File: config.mk
export PLATFORM = sky130hd
export DESIGN_NAME = button_debouncer
export DESIGN_NICKNAME = d
export VERILOG_FILES = /design/src/rtl/button_debouncer.sv
export SDC_FILE = /design/constraint.sdc
export NUM_CORES = 1
export LEC_CHECK = 0
export CAP_MARGIN = 0
export CORE_MARGIN = 1
export CORE_UTILIZATION = 37
export DETAILED_ROUTE_END_ITERATION = 7
export PLACE_DENSITY_LB_ADDON = 0.2
export SLEW_MARGIN = 20
export SYNTH_ARGS = -nofsm -noshare
export SYNTH_HDL_FRONTEND = slang
export SYNTH_SLANG_ARGS = --single-unit
File: constraint.sdc
create_clock -name clk -period 3.59 [get_ports clk]
set_input_delay 0.359 -clock clk [delete_from_list [all_inputs] [get_ports clk]]
set_output_delay 0.359 -clock clk [all_outputs]
set_load 0.02 [all_outputs]
File: src/rtl/button_debouncer.sv
// Push-button debouncer: accepts a level change only after STABLE_CYCLES equal samples.
// Optional release strobe btn_rpulse is enabled by defining DEBOUNCE_RELEASE_PULSE_EN.
module button_debouncer #(
  parameter int unsigned STABLE_CYCLES = 500000
) (
  input  logic clk,
  input  logic reset,
  input  logic in_synced,
  output logic btn_level,
  output logic btn_pulse
`ifdef DEBOUNCE_RELEASE_PULSE_EN
  ,
  output logic btn_rpulse
`endif
);

  localparam int unsigned CNT_WIDTH = $clog2(STABLE_CYCLES);
  localparam logic [CNT_WIDTH-1:0] CNT_ONE  = CNT_WIDTH'(1);
  localparam logic [CNT_WIDTH-1:0] CNT_LAST = CNT_WIDTH'(STABLE_CYCLES - 1);

  typedef enum logic [1:0] {
    IDLE_LOW,
    WAIT_HIGH,
    IDLE_HIGH,
    WAIT_LOW
  } state_t;

  state_t               state, state_next;
  logic [CNT_WIDTH-1:0] cnt, cnt_next;
  logic                 accept_rise, accept_fall;
  logic                 level_next, pulse_next;
`ifdef DEBOUNCE_RELEASE_PULSE_EN
  logic                 rpulse_next;
`endif

  always_ff @(posedge clk or posedge reset) begin
    if (reset) begin
      state      <= IDLE_LOW;
      cnt        <= '0;
      btn_level  <= 1'b0;
      btn_pulse  <= 1'b0;
`ifdef DEBOUNCE_RELEASE_PULSE_EN
      btn_rpulse <= 1'b0;
`endif
    end else begin
      state      <= state_next;
      cnt        <= cnt_next;
      btn_level  <= level_next;
      btn_pulse  <= pulse_next;
`ifdef DEBOUNCE_RELEASE_PULSE_EN
      btn_rpulse <= rpulse_next;
`endif
    end
  end

  // Any mismatching sample while waiting drops back to idle, so the count restarts from scratch.
  always_comb begin
    state_next = state;
    cnt_next   = '0;
    case (state)
      IDLE_LOW: begin
        if (in_synced) begin
          state_next = WAIT_HIGH;
          cnt_next   = CNT_ONE;
        end
      end
      WAIT_HIGH: begin
        if (!in_synced) begin
          state_next = IDLE_LOW;
        end else if (cnt == CNT_LAST) begin
          state_next = IDLE_HIGH;
        end else begin
          cnt_next = cnt + CNT_ONE;
        end
      end
      IDLE_HIGH: begin
        if (!in_synced) begin
          state_next = WAIT_LOW;
          cnt_next   = CNT_ONE;
        end
      end
      WAIT_LOW: begin
        if (in_synced) begin
          state_next = IDLE_HIGH;
        end else if (cnt == CNT_LAST) begin
          state_next = IDLE_LOW;
        end else begin
          cnt_next = cnt + CNT_ONE;
        end
      end
      default: begin
        state_next = IDLE_LOW;
      end
    endcase
  end

  always_comb begin
    accept_rise = (state == WAIT_HIGH) && in_synced  && (cnt == CNT_LAST);
    accept_fall = (state == WAIT_LOW)  && !in_synced && (cnt == CNT_LAST);
    level_next  = btn_level;
    if (accept_rise) begin
      level_next = 1'b1;
    end else if (accept_fall) begin
      level_next = 1'b0;
    end
    pulse_next  = accept_rise;
`ifdef DEBOUNCE_RELEASE_PULSE_EN
    rpulse_next = accept_fall;
`endif
  end

endmodule
Word-level counts from Yosys, hierarchy flattened
Cells that the tools add are included.
{"block": "totals", "input_bits": 3, "register_bits": 23, "output_inout_bits": 2}
{"block": "classes", "eq_ne": 8, "reduce_logical": 8, "mux": 15, "addsub": 1}
{"cell": "19-bit one-hot mux with 4 select lines", "n": 1}
{"cell": "19-bit 2-to-1 mux", "n": 3}
{"cell": "19-bit by 1-bit adder with 19-bit output (second input constant)", "n": 1}
{"cell": "19-bit == test (second input constant)", "n": 1}
{"cell": "2-bit 2-to-1 mux", "n": 6}
{"cell": "2-bit one-hot mux with 4 select lines", "n": 1}
{"cell": "3-bit != test (second input constant)", "n": 2}
{"cell": "2-bit == test (second input constant)", "n": 2}
{"cell": "1-bit logical AND", "n": 4}
{"cell": "1-bit 2-to-1 mux", "n": 4}
{"cell": "2-bit != test (second input constant)", "n": 2}
{"cell": "4-bit AND reduction", "n": 1}
{"cell": "2-bit by 1-bit == test with 1-bit output (second input constant)", "n": 1}
{"cell": "2-bit zero test", "n": 1}
{"cell": "2-bit nonzero test", "n": 1}
{"cell": "1-bit zero test", "n": 1}

Depth between registers and ports, before layout
Gate-level depths: netlist of the first run.
{"block": "depth", "word_depth": 5, "mapped_depth": 6}

Least setup slack after synthesis of the first run
Ideal clock, no wire load.
{"block": "synth_path", "kind": "reg-to-reg", "from": "register cnt[7]", "to": "register (tool-made name)", "arrival_time_ns": 1.669, "setup_slack_ns": 1.796, "t_required_ns": 3.465, "path_stages_with_launch": 5, "cell_sequence": "dfrtp_1 or2_0 or4_4 nor2_2 mux2_2"}
{"item": "start: declaration", "line_no": "29", "text": "logic [CNT_WIDTH-1:0] cnt, cnt_next;"}
{"item": "start signal: assignment", "line_no": "47", "text": "cnt <= cnt_next;"}

Worst setup path after layout of the first run
{"block": "layout_path", "from": "register cnt[5]", "to": "register cnt[12]"}
{"block": "layout_via", "elab_chain_cells": 4, "word_cells_on_any_way": 6, "classes_between": "add/sub: 1; eq/ne: 1; mux: 4"}
{"item": "19-bit by 1-bit adder with 19-bit output or 19-bit == test (tied branches)"}
{"item": "19-bit 2-to-1 mux *", "line_no": "70, 85"}
{"item": "19-bit 2-to-1 mux, on equally long branches", "line_no": "83, 68"}
{"item": "19-bit one-hot mux with 4 select lines *", "line_no": "60", "text": "case (state)"}
{"item": "via cnt_next[12]", "line_no": "29"}
The timed path passes the listed nets; every way through them passes the cells marked *.
A chain may end at the register's enable or synchronous reset.

==> metrics.json, run 1 <==
{
  "pwr": {
    "switching_share_pct": 23.1,
    "sequentialPowerShare_pct": 65.9,
    "clock_group_share_of_total_power_pct": 29.9,
    "combPwrFrac_pct": 4.2,
    "power_density_nw_per_um2": 309,
    "p_sw_w": 0.0000924,
    "cellInternalPower_w": 0.000308,
    "worst_ir_drop_vdd_mv": 0.212,
    "power_leakage_nw": 0.480
  },
  "timing": {
    "final_critical_path_setup_slack_ns": 1.62,
    "max_slew.worst_pin.slew_ns": 0.868,
    "final_hold_viol_count": 0,
    "final.min_clock_period_ns": 1.97,
    "clock-skew-final_ns": 0.00162,
    "clock.fmax_mhz": 508,
    "max-slew-margin-rel_pct": 42.1,
    "setup_repair_after_global_routing_missed_its_margin": "false",
    "finalMaxSlewViolations": 0,
    "final.setup.tns_ns": 0,
    "hold_ws_ns": 0.511,
    "finalSetupViolations": 0,
    "period_share_pct": 54.8
  },
  "hold_path": {
    "hold_path_class": "in2async"
  },
  "route": {
    "wl_met2_um": 1030,
    "top_layer_used": "met4",
    "antenna_left": 0,
    "route.detailed.drc": 0,
    "detail_route.first_pass.iterations": 4,
    "met3WireLength_um": 42,
    "via_count": 872,
    "wirelength_met1_um": 1150,
    "avgViaCountPerCell": 5.13,
    "routed_wirelength_um": 2240,
    "routed_wire_length_per_instance_um": 13.2,
    "initial_drc_count": 26
  },
  "synth": {
    "synth_ff_type": "dfrtp_1",
    "synth-edff-count": 0,
    "ys_warn_count": 0,
    "netlist_top_cells_area": "dfrtp_1, xnor2_1, nor2_1",
    "post_synth_top_area_share_pct": 48.5,
    "syn_avg_cell_area_um2": 9.89,
    "fraction_of_registers_with_async_set_or_reset_after_synthesis_pct": 100,
    "synth.net_count": 124,
    "count_of_state_elements_after_synthesis": 23,
    "synth_sequential_area_ratio_pct": 48.5,
    "synthCells": 120,
    "yosys.area.top_type": "dfrtp_1",
    "netlist_area_um2": 1190,
    "ys_types": 31
  },
  "clock_network": {
    "numCtsBuffers": 3,
    "clkTransAtPathRegs_ns": 0.13,
    "htree_levels": 1,
    "numClockSinks": 23,
    "root_buffer": "clkbuf_4",
    "post-cts-setup-buffer-count": 0,
    "clk-insertion-delay-late_ns": 0.31,
    "cts_tree": "done",
    "cts_hold_repair.buffers": 0,
    "post_cts_resized": 0,
    "clk_path_buf_depth": 2
  },
  "floorplanning": {
    "floorplan.die_area_um2": 3440,
    "fp.coreArea_um2": 3050,
    "vert_die_dim_um": 58.7,
    "initial_utilization_pct": 38.9,
    "ioPinCount": 5,
    "die_width_um": 58.7,
    "row_count": 20
  },
  "layout": {
    "commonest_non_fill_non_tap_cell_in_the_layout": "dfrtp_1",
    "final_net_count": 131,
    "antenna_cells_inserted": 0,
    "area_occupied_by_multi_input_gates_um2": 574,
    "n_fill_cell": 326,
    "commonest_cells_after_routing_fill_and_taps_aside": "dfrtp_1, nor2_1, xnor2_1, nand3_1, nand2_1",
    "sequential_standard_cell_area_um2": 576,
    "post_route_cells_drive_above_1_share_pct": 8.73,
    "syn2layout_area_growth_pct": 9.06
  },
  "setup_path": {
    "worst_setup_path_endpoint": "cnt[12]$_DFF_PP0_",
    "cp_max_fo": 17,
    "cp-startpoint": "cnt[5]$_DFF_PP0_",
    "critPathRequiredTime_ns": 3.78,
    "timing.rr.start": "cnt[5]$_DFF_PP0_",
    "critPathArrivalTime_ns": 2.16,
    "crit_end_element": "register",
    "r2r_slack_ns": 1.62,
    "regToRegEndpoint": "cnt[12]$_DFF_PP0_",
    "critPathKind": "reg2reg",
    "startpoint_type": "register",
    "number_of_cells_on_the_worst_reg_to_reg_path": 4
  },
  "global_routing": {
    "antenna_violations_before_repair": 0,
    "grt_util_all_layers_pct": 15.6,
    "grt_pass1_vias": 878,
    "grt_first_pass_wirelength_um": 3970,
    "grt.overflow.total": 0,
    "grt_max_degree": 24
  },
  "placed_design": {
    "globalplace.congestion": 0.745,
    "numPortBuffers": 4,
    "pre_cts_ws_ns": 1.67,
    "final_hpwl_from_detailed_placement_um": 1620
  },
  "job": {
    "timing.max_cap.violations": 0
  },
  "run_status": {
    "status": "complete, no violations"
  }
}
==> layer usage <==
layer  global-route usage, %  up-vias
li1                        -      435
met1                    20.3      431
met2                    25.8        4
met3                    3.96        2
met4                    4.08        0
met5                       0        -
==> critical path, cell delays in order, from the launching register on <==
cell and delay [ns]:
dfrtp_1 0.47, nor4_1 0.61, nand2_1 0.23, o21ai_4 0.44
nor2_1 0.11
==> worst min path at each step <==
stage                                       endpoint  cells after the start
after global routing           btn_level$_DFFE_PP0P_                      1
after global placement         btn_level$_DFFE_PP0P_                      1
after floorplan           asynchronous set/reset pin                      1
after detailed placement       btn_level$_DFFE_PP0P_                      1
final                               cnt[6]$_DFF_PP0_                      2
after CTS                           cnt[8]$_DFF_PP0_                      2
==> final cells by class <==
| cell class | instances | area share [%] |
|---|---|---|
| clock buffers | 3 | 1.74 |
| clock inverters | 1 | 0.386 |
| inverters | 6 | 1.74 |
| multi-input cells | 89 | 44.3 |
| flip-flops and latches | 23 | 44.4 |
| well taps | 44 | 4.25 |
| repair buffers | 4 | 3.09 |
==> through the flow <==
step | instances | area, µm² | power (W) | util [%]
finish | 170 | 1290 | 0.000400 | 42.4
detailed placement | 166 | 1270 | 0.000286 | 41.5
global placement | 166 | 1270 | 0.000286 | 41.5
CTS | 170 | 1290 | 0.000409 | 42.4
global route | 170 | 1290 | 0.000422 | 42.4
floorplan | 120 | 1190 | 0.000281 | -
==> synthesized netlist by cell type, drive strengths merged, types with 2 or more instances <==
library cell	count
and4	2
dfrtp	23
xnor2	12
inv	6
nor4b	2
nor3	4
nor2	22
nor4	6
a21oi	2
xor2	4
nand2	7
nand3	8
nand4	7
==> power groups by stage <==
stage / Combinational, W / Sequential [W] / Clock (W)
6_report: 0.0000170 / 0.000264 / 0.000120
2_1_floorplan: 0.0000129 / 0.000268 / 0
3_5_place_dp: 0.0000178 / 0.000269 / 0
5_1_grt: 0.0000205 / 0.000264 / 0.000137
3_3_place_gp: 0.0000179 / 0.000268 / 0
4_1_cts: 0.0000179 / 0.000264 / 0.000127
==> cells by family (layout without fill, tap and decap cells) <==
group | after synthesis | after routing | synth area share [%]
compound gates | 7 | 7 | 4.95
xor+xnor | 16 | 16 | 11.8
flops | 23 | 23 | 48.5
simple gates | 63 | 63 | 28.8
fa+ha+maj | 1 | 1 | 1.05
buf+inv | 8 | 14 | 3.16
mux | 2 | 2 | 1.79
==> sequential cells by signal, summed over array words and instances (netlist names), named ones only <==
| signal | flops |
|---|---|
| state | 1 |
| btn_pulse | 1 |
| cnt | 19 |
| btn_level | 1 |
Power figures use the tool's default switching activity.
==> run 2, diff against run 1 <==
clock period = 2 ns   (was 3.59 ns; I/O delays follow)
==> run 2 against run 1 <==
  * Critical path depth unchanged
  * Core utilization increased by 1.2 points
  * Count of clock-buffer cells in the layout unchanged
  * Highest routed layer unchanged
  * Setup slack got worse by 1.5 ns
  * Sequential power increased by 80%
==> metrics.json, run 2 (same netlist as run 1, synthesis figures left out) <==
{
  "timing": {
    "finalSetupViolations": 0,
    "final.setup.tns_ns": 0,
    "final_critical_path_setup_slack_ns": 0.131,
    "finalMaxSlewViolations": 0,
    "max_slew.worst_pin.slew_ns": 0.548,
    "clock-skew-final_ns": 0.0102,
    "max-slew-margin-rel_pct": 63.2,
    "clock.fmax_mhz": 535,
    "hold_ws_ns": 0.201,
    "setup_repair_after_global_routing_missed_its_margin": "false",
    "final.min_clock_period_ns": 1.87,
    "period_share_pct": 93.5,
    "final_hold_viol_count": 0
  },
  "clock_network": {
    "clk_path_buf_depth": 2,
    "post_cts_resized": 0,
    "cts_tree": "done",
    "cts_hold_repair.buffers": 0,
    "root_buffer": "clkbuf_4",
    "clkTransAtPathRegs_ns": 0.13,
    "numClockSinks": 23,
    "post-cts-setup-buffer-count": 0,
    "clk-insertion-delay-late_ns": 0.32,
    "numCtsBuffers": 3,
    "htree_levels": 1
  },
  "global_routing": {
    "grt_max_degree": 24,
    "grt.overflow.total": 0,
    "grt_pass1_vias": 845,
    "grt_first_pass_wirelength_um": 3860,
    "antenna_violations_before_repair": 0,
    "grt_util_all_layers_pct": 15.3
  },
  "layout": {
    "flip_flop_count_of_the_largest_register_after_layout": 19,
    "n_fill_cell": 300,
    "syn2layout_area_growth_pct": 12.2,
    "antenna_cells_inserted": 0,
    "final_core_utilization_pct": 43.6,
    "commonest_cells_after_routing_fill_and_taps_aside": "dfrtp_1, nor2_1, xnor2_1, nand3_1, nand2_1",
    "final_net_count": 136,
    "largest_register": "cnt",
    "sequential_standard_cell_area_um2": 576,
    "post_route_cells_drive_above_1_share_pct": 12.2,
    "area_occupied_by_multi_input_gates_um2": 574,
    "commonest_non_fill_non_tap_cell_in_the_layout": "dfrtp_1",
    "instances_no_fill": 175
  },
  "floorplanning": {
    "initial_utilization_pct": 38.9,
    "row_count": 20,
    "fp.coreArea_um2": 3050,
    "ioPinCount": 5,
    "die_width_um": 58.7,
    "floorplan.die_area_um2": 3440,
    "vert_die_dim_um": 58.7
  },
  "hold_path": {
    "hold_path_class": "in2async"
  },
  "placed_design": {
    "pre_cts_ws_ns": 0.128,
    "numPortBuffers": 4,
    "globalplace.congestion": 0.739,
    "final_hpwl_from_detailed_placement_um": 1570,
    "post-place-cells": 171
  },
  "route": {
    "route.detailed.drc": 0,
    "initial_drc_count": 21,
    "via_count": 847,
    "avgViaCountPerCell": 4.84,
    "antenna_left": 0,
    "detail_route.first_pass.iterations": 4,
    "routed_wire_length_per_instance_um": 12.4,
    "routed_wirelength_um": 2170
  },
  "pwr": {
    "combPwrFrac_pct": 4.8,
    "sequentialPowerShare_pct": 65.3,
    "cellInternalPower_w": 0.000557,
    "power_density_nw_per_um2": 544,
    "switching_share_pct": 23.2,
    "p_sw_w": 0.000168,
    "clock_group_share_of_total_power_pct": 29.9,
    "power_leakage_nw": 0.504,
    "worst_ir_drop_vdd_mv": 0.391
  },
  "setup_path": {
    "cp_max_fo": 3,
    "critPathArrivalTime_ns": 2.09,
    "critPathRequiredTime_ns": 2.22,
    "startpoint_type": "register",
    "crit_end_element": "register",
    "critPathKind": "reg2reg"
  },
  "run_status": {
    "status": "complete, no violations"
  },
  "job": {
    "timing.max_cap.violations": 0
  }
}
## run 2: cell types whose count changed in the layout (fill, tap and decap cells not counted)
cell,before,now
buf_4,0,5
## run 2: layout make-up
| cell class | instances | share of cell area, % |
|---|---|---|
| Sequential cell | 23 | 43.2 |
| Clock buffer | 3 | 1.69 |
| Timing Repair Buffer | 9 | 5.82 |
| Clock inverter | 1 | 0.376 |
| Inverter | 6 | 1.69 |
| Tap cell | 44 | 4.13 |
| Multi-Input combinational cell | 89 | 43.1 |
## run 2: final timing paths
| kind | startpoint | end | slack (ns) | cells past startpoint |
|---|---|---|---|---|
| max in group asynchronous | reset | cnt[12]$_DFF_PP0_ | 1.56 | 3 |
| min in group clk | btn_level$_DFFE_PP0P_ | btn_level$_DFFE_PP0P_ | 0.54 | 1 |
| hold / removal | reset | cnt[3]$_DFF_PP0_ | 0.20 | 3 |
| setup reg to reg | cnt[12]$_DFF_PP0_ | register | 0.13 | 4 |
| hold reg to reg | btn_level$_DFFE_PP0P_ | btn_level$_DFFE_PP0P_ | 0.54 | 1 |
| setup / recovery | cnt[12]$_DFF_PP0_ | register | 0.13 | 4 |
## run 2: stage by stage
step	instance area, µm²	power, W
detailed placement	1310	0.000519
floorplan	1190	0.000504
global placement	1310	0.000519
finish	1330	0.000725
global route	1330	0.000761
CTS	1330	0.000744
## run 2: per-layer routing
layer	wire, µm	share of wire [%]	global-route usage (%)	vias up
li1	-	-	-	443
met1	1120	52	21.4	396
met2	976	45	22.7	6
met3	56	2.6	4.62	2
met4	16	0.74	5.10	0
met5	0	0	0	-
## run 2: worst max-delay path, cell delays in order (launching register included)
cell and delay (ns):
dfrtp_1 0.43, or2_0 0.25, or4_4 0.58, nor2_2 0.17, mux2_2 0.35
## run 2: power groups by stage
stage	combinational [W]	sequential (W)	clock, W
after floorplan	0.0000231	0.000481	0
after global placement	0.0000358	0.000483	0
after detailed placement	0.0000358	0.000483	0
after CTS	0.0000360	0.000474	0.000234
after global routing	0.0000408	0.000475	0.000245
final	0.0000347	0.000474	0.000217
==> run 3, diff against run 2 <==
CTS_BUF_LIST = sky130_fd_sc_hd__clkbuf_4 sky130_fd_sc_hd__clkbuf_8   (was unset)
==> results of run 3 <==
No change in the layout: final DEF, timing and power equal those of run 2.
